$ cat src/rtl/vga_pkg.sv
// 640x480@60 raster constants and the coordinate type shared with the
// sprite/character drivers and the colour compositor.
package vga_pkg;

   localparam int COORD_W = 11;
   typedef logic [COORD_W-1:0] coord_t;

   localparam int VGA_H_ACTIVE = 640;
   localparam int VGA_H_FP     = 16;
   localparam int VGA_H_SYNC   = 96;
   localparam int VGA_H_BP     = 48;
   localparam int VGA_H_TOTAL  = VGA_H_ACTIVE + VGA_H_FP + VGA_H_SYNC + VGA_H_BP;

   localparam int VGA_V_ACTIVE = 480;
   localparam int VGA_V_FP     = 10;
   localparam int VGA_V_SYNC   = 2;
   localparam int VGA_V_BP     = 33;
   localparam int VGA_V_TOTAL  = VGA_V_ACTIVE + VGA_V_FP + VGA_V_SYNC + VGA_V_BP;

   localparam int VGA_H_SYNC_START = VGA_H_ACTIVE + VGA_H_FP;
   localparam int VGA_H_SYNC_END   = VGA_H_SYNC_START + VGA_H_SYNC;
   localparam int VGA_V_SYNC_START = VGA_V_ACTIVE + VGA_V_FP;
   localparam int VGA_V_SYNC_END   = VGA_V_SYNC_START + VGA_V_SYNC;

endpackage

$ cat src/rtl/pixel_tick_gen.sv
// Pixel-rate enable: tick is high for one clk out of every CLK_DIV.
// With CLK_DIV = 1 the divider never leaves 0, so tick is constantly high.
module pixel_tick_gen #(
   parameter int CLK_DIV = 4
) (
   input  logic clk,
   input  logic rst,
   output logic tick
);

   localparam int DIV_W = (CLK_DIV > 1) ? $clog2(CLK_DIV) : 1;
   localparam logic [DIV_W-1:0] DIV_LAST = DIV_W'(CLK_DIV - 1);

   logic [DIV_W-1:0] div;

   always_ff @(posedge clk or posedge rst) begin
      if (rst) begin
         div <= '0;
      end else if (div == DIV_LAST) begin
         div <= '0;
      end else begin
         div <= div + 1'b1;
      end
   end

   assign tick = (div == DIV_LAST);

endmodule

$ cat src/rtl/vga_timing_gen.sv
// Raster timing generator: pixel enable, h/v counters, sync decode and
// line/frame strobes, all registered so outputs never see a combinational input path.
module vga_timing_gen
   import vga_pkg::*;
#(
   parameter int   CLK_DIV  = 4,
   parameter int   H_ACTIVE = VGA_H_ACTIVE,
   parameter int   H_FP     = VGA_H_FP,
   parameter int   H_SYNC   = VGA_H_SYNC,
   parameter int   H_BP     = VGA_H_BP,
   parameter int   V_ACTIVE = VGA_V_ACTIVE,
   parameter int   V_FP     = VGA_V_FP,
   parameter int   V_SYNC   = VGA_V_SYNC,
   parameter int   V_BP     = VGA_V_BP,
   parameter logic SYNC_POL = 1'b0
) (
   input  logic   clk,
   input  logic   rst,
   output coord_t drawX,
   output coord_t drawY,
   output logic   hsync,
   output logic   vsync,
   output logic   active,
   output logic   pix_en,
   output logic   line_tick,
   output logic   frame_tick
);

   localparam coord_t H_LAST   = coord_t'(H_ACTIVE + H_FP + H_SYNC + H_BP - 1);
   localparam coord_t V_LAST   = coord_t'(V_ACTIVE + V_FP + V_SYNC + V_BP - 1);
   localparam coord_t H_ACT    = coord_t'(H_ACTIVE);
   localparam coord_t V_ACT    = coord_t'(V_ACTIVE);
   localparam coord_t HS_START = coord_t'(H_ACTIVE + H_FP);
   localparam coord_t HS_END   = coord_t'(H_ACTIVE + H_FP + H_SYNC);
   localparam coord_t VS_START = coord_t'(V_ACTIVE + V_FP);
   localparam coord_t VS_END   = coord_t'(V_ACTIVE + V_FP + V_SYNC);

   logic   tick;
   logic   h_wrap;
   logic   v_wrap;
   coord_t h_next;
   coord_t v_next;

   function automatic logic in_window(input coord_t v, input coord_t lo, input coord_t hi);
      return (v >= lo) && (v < hi);
   endfunction

   pixel_tick_gen #(
      .CLK_DIV(CLK_DIV)
   ) u_tick (
      .clk (clk),
      .rst (rst),
      .tick(tick)
   );

   // Next position; the vertical counter only moves on a horizontal wrap.
   always_comb begin
      h_wrap = (drawX == H_LAST);
      v_wrap = (drawY == V_LAST);
      h_next = h_wrap ? '0 : drawX + 1'b1;
      v_next = drawY;
      if (h_wrap) begin
         v_next = v_wrap ? '0 : drawY + 1'b1;
      end
   end

   // Reset parks the counters on the last position so the first tick lands on (0,0) with full strobes.
   always_ff @(posedge clk or posedge rst) begin
      if (rst) begin
         drawX      <= H_LAST;
         drawY      <= V_LAST;
         hsync      <= ~SYNC_POL;
         vsync      <= ~SYNC_POL;
         active     <= 1'b0;
         pix_en     <= 1'b0;
         line_tick  <= 1'b0;
         frame_tick <= 1'b0;
      end else begin
         pix_en     <= tick;
         line_tick  <= tick && h_wrap;
         frame_tick <= tick && h_wrap && v_wrap;
         if (tick) begin
            drawX  <= h_next;
            drawY  <= v_next;
            hsync  <= in_window(h_next, HS_START, HS_END) ? SYNC_POL : ~SYNC_POL;
            vsync  <= in_window(v_next, VS_START, VS_END) ? SYNC_POL : ~SYNC_POL;
            active <= (h_next < H_ACT) && (v_next < V_ACT);
         end
      end
   end

endmodule

$ cat config.mk
export PLATFORM = sky130hd
export DESIGN_NAME = vga_timing_gen
export DESIGN_NICKNAME = d
export VERILOG_FILES = /design/src/rtl/vga_pkg.sv /design/src/rtl/pixel_tick_gen.sv /design/src/rtl/vga_timing_gen.sv
export SDC_FILE = /design/constraint.sdc
export NUM_CORES = 1
export LEC_CHECK = 0
export BUFFER_PORTS_ARGS = -buffer_cell sky130_fd_sc_hd__buf_4
export CAP_MARGIN = 20
export CORE_MARGIN = 5
export CORE_UTILIZATION = 47
export DETAILED_ROUTE_END_ITERATION = 8
export GPL_ROUTABILITY_DRIVEN = 0
export MAX_ROUTING_LAYER = met4
export PLACE_DENSITY = 0.69
export SYNTH_ARGS = -nofsm -noshare
export SYNTH_HDL_FRONTEND = slang
export SYNTH_SLANG_ARGS = --single-unit
$ cat constraint.sdc
create_clock -name clk -period 3.7 [get_ports clk]
set_input_delay 0.925 -clock clk [delete_from_list [all_inputs] [get_ports clk]]
set_output_delay 0.925 -clock clk [all_outputs]
set_load 0.02 [all_outputs]
==> results.md <==
| Group | Metric | Reported |
| --- | --- | --- |
| grt | Maximum number of pins on one net before global-route repair | 28 |
| cts | Clock slew at the register clock pins of the worst setup and hold paths | 0.07 ns |
| worst setup path | Buffers plus inverters on the worst setup path | 0 |
| cells and area | Area grow syn2layout | 22.0% |
| cells and area | Number of nets at the end of the flow | 239 |
| route | Final antenna-violating net count | 0 |
| sta | Final period util | 0.684 |
| worst setup path | Kind of critical path | flop to flop |
| synth | Synth async-reset ratio | 1.00 |
| cts | Clk sink count | 30 |
| cells and area | Layout cell share with drive strength beyond 1 | 0.270 |
| worst setup path | Total number of cells along the worst setup path | 6 |
| worst setup path | Library cell appearing most often on the critical path | or3_1 |
| cells and area | Number of diodes | 0 |
| worst setup path | Crit path to | active$_DFFE_PP0P_ |
| min path | Worst hold path type | flop to flop |
| grt | Overflow left after global routing | 0 |
| floorplanning | Number of top-level pins | 30 |
| grt | Number of antenna violations at the first check in global routing | 0 |
| cells and area | Final design instance area without fill | 2190 µm² |
| route | Detailed-route DRC error count | 0 |
| run | Total of max-cap violations | 0 |
| sta | RSZ-0062 raised after global routing | false |
| worst setup path | Largest incremental delay on the critical path | 0.59 ns |
| cts | Count of hold-fix buffers inserted at cts | 0 |
| route | Highest routed metal layer | met4 |
| cells and area | Final Util | 0.593 |
| cts | TritonCTS clock tree | yes |
| worst setup path | Reg-to-reg endpoint | active$_DFFE_PP0P_ |
| worst setup path | Type of destination of the critical path | flop |
| route | Routed length on met2 | 1.88 mm |
| worst setup path | CP Cell Sequence | or4_4, or3_1, or3_1, a211oi_2, o21ai_1, o311a_1 |
| route | Total wire length | 4.14 mm |
| cts | Insertion delay to the later sink of the worst-skew pair | 0.29 ns |
| synth | Post-synthesis instance area | 1790 µm² |
| grt | First-pass GRT wire length | 6.89 mm |
| route | Wirelength per Cell | 14.7 µm |
| synth | Count of cell types in the netlist | 44 |
| sta | Fin crit period | 2.53 ns |
| placement | Post-place instance area | 2040 µm² |
| sta | Final-report max-slew violation count | 0 |
| worst setup path | Launching element of the worst setup path | drawX[5]$_DFFE_PP0P_ |
| floorplanning | Starting Density | 0.486 |
| cts | Largest buffer count on any clock path | 2 |
| worst setup path | Slowest cell on the critical path | or4_4 |
| sta | Setup clock skew after layout | 0.00829 ns |
| sta | Normalized max-slew margin | 0.593 |
| floorplanning | Die outline height | 71.8 µm |
| worst setup path | Critical R2R Launch | drawX[5]$_DFFE_PP0P_ |
| synth | Commonest register cell after synthesis | dfrtp_1 |
| worst setup path | Crit path DAT | 2.70 ns |
| synth | Avg Inst Size Synth | 8.88 µm² |
| sta | Transition time at the pin with the least slew margin | 0.606 ns |
| synth | Count of flip-flops with a built-in enable after synthesis | 0 |
| sta | Highest Clock Rate | 395 MHz |
| floorplanning | Chip width | 71.8 µm |
| route | Number of detailed-route iterations in the first pass | 4 |
| sta | Setup TNS | 0 ns |
| synth | Sequential cell area fraction in the yosys report | 0.427 |
| synth | Register bit total from synthesis | 30 |
| cells and area | Number of fill cells | 337 |
| grt | Via count of the first global-routing pass | 1427 |
| worst setup path | Kind of cell adding the most delay to the critical path | simple AND/OR/NAND/NOR gates |
| cts | Resized Gates After CTS | 0 |
| synth | Mapped Nets | 209 |
| worst setup path | Reg-to-reg setup timing slack | 1.17 ns |
| synth | Total of warnings raised by yosys | 0 |
| route | Post-detailed-route via-to-cell ratio | 5.65 |
| outcome | Outcome | complete, no violations |
| floorplanning | Floorplan core area | 3690 µm² |
| pwr | Ratio of total power to cell area | 313 nW/µm² |
| sta | Hold violation count in the final report | 0 |
| sta | Finish-stage setup viols | 0 |
| pwr | Worst IR drop on VDD | 207 µV |
| route | Metal-1 WL | 1.98 mm |
| floorplanning | DIE AREA | 5150 µm² |
| cts | Cts bufs inserted | 5 |
| worst setup path | Register-to-Register Path Depth | 6 |
| placement | DPL Wire Length | 2.93 mm |
| floorplanning | Placement row count | 22 |
| synth | Cell count after synthesis | 202 |
| placement | Buffers on Ports | 29 |
| worst setup path | Req. time, crit path | 3.87 ns |
| pwr | Leak Pwr | 0.899 nW |
| cts | H-tree lvl count | 2 |
| route | Routed via count | 1587 |
| cts | Post-CTS setup-driven buffer insertion count | 0 |
| worst setup path | Worst Path Max Fanout | 12 |
| worst setup path | Critical path launch point type | flop |
| route | Sum of met3 wire segment lengths after detailed routing | 209 µm |
| route | Starting DRT DRC Count | 133 |
| cts | CTS root buf | clkbuf_8 |
| grt | Combined global-route utilization of all metal layers | 0.175 |
synth_stat cells (all sizes together), types with 7 or more instances:
| master | count | area [µm²] |
|---|---|---|
| dfstp | 12 | 315 |
| clkbuf | 7 | 26.3 |
| nor2 | 14 | 52.6 |
| inv | 7 | 26.3 |
| dfrtp | 18 | 450 |
| nor3 | 7 | 35.0 |
| nand2 | 24 | 90.1 |
| and3 | 7 | 45.1 |
| o21ai | 24 | 120 |
| nand3 | 12 | 60.1 |
| xnor2 | 11 | 96.3 |
placed cells by master, fill, tap and decap left out, types with 6 or more instances in the layout:
master / count
nand2_1: 24
nor3_1: 7
o21ai_0: 23
nand3_1: 12
buf_4: 33
and3_1: 6
clkbuf_8: 6
xnor2_1: 11
dfrtp_1: 18
nor2_1: 14
dfstp_2: 12
inv_1: 7
worst min-delay path by stage:
stage,from,endpoint,slack (ns),depth (start not counted)
2_1_floorplan,u_tick.div[0]$_DFF_PP0_,u_tick.div[0]$_DFF_PP0_,0.40,1
3_3_place_gp,u_tick.div[0]$_DFF_PP0_,u_tick.div[0]$_DFF_PP0_,0.42,1
3_5_place_dp,u_tick.div[0]$_DFF_PP0_,u_tick.div[0]$_DFF_PP0_,0.43,1
4_1_cts,u_tick.div[0]$_DFF_PP0_,u_tick.div[0]$_DFF_PP0_,0.44,1
5_1_grt,u_tick.div[0]$_DFF_PP0_,u_tick.div[0]$_DFF_PP0_,0.46,1
6_report,u_tick.div[0]$_DFF_PP0_,u_tick.div[0]$_DFF_PP0_,0.44,1
metal layers:
metal / up-vias / global-route usage
li1: 784 / -
met1: 753 / 0.235
met2: 43 / 0.258
met3: 7 / 0.0337
met4: 0 / 0.0689
met5: - / -
stage by stage:
step,cells,hold WS [ns],total power (W),setup WS [ns]
2_1_floorplan,202,0.403,0.000339,1.22
3_3_place_gp,272,0.419,0.000343,1.22
3_5_place_dp,272,0.433,0.000343,1.19
4_1_cts,280,0.442,0.000688,1.16
5_1_grt,281,0.458,0.000710,0.936
6_report,281,0.437,0.000684,1.17
layout make-up:
class	instances	area, µm²	share of cell area
Multi-Input combinational cell	154	943	0.431
Sequential cell	30	766	0.350
Timing Repair Buffer	34	275	0.126
Clock buffer	7	86.3	0.0395
Tap cell	48	60.1	0.0275
Clock inverter	1	30.0	0.0137
Inverter	7	26.3	0.0120
flip-flops by register name (all words and copies together), names as in the netlist:
name / flops
pix_en: 1
vsync: 1
drawY: 11
active: 1
u_tick.div: 2
hsync: 1
frame_tick: 1
line_tick: 1
drawX: 11
power breakdown:
group	internal [W]	leakage [nW]	total, W	switching, W
Clock	0.000219	0.0585	0.000344	0.000124
Sequential	0.000329	0.367	0.000329	0
Combinational	0.00000438	0.474	0.0000115	0.00000717
Total	0.000552	0.899	0.000684	0.000131
cell families after synthesis:
kind of cell / after synthesis / share of synthesized area
XOR/XNOR: 12 / 0.0586
AO/OA/AOI/OAI: 47 / 0.164
buffers and inverters: 18 / 0.0468
AND/OR/NAND/NOR: 87 / 0.250
flip-flops: 30 / 0.427
multiplexers: 3 / 0.0188
adder cells (fa/ha/maj): 5 / 0.0349
Note: power is estimated with default switching activity, not from simulation.
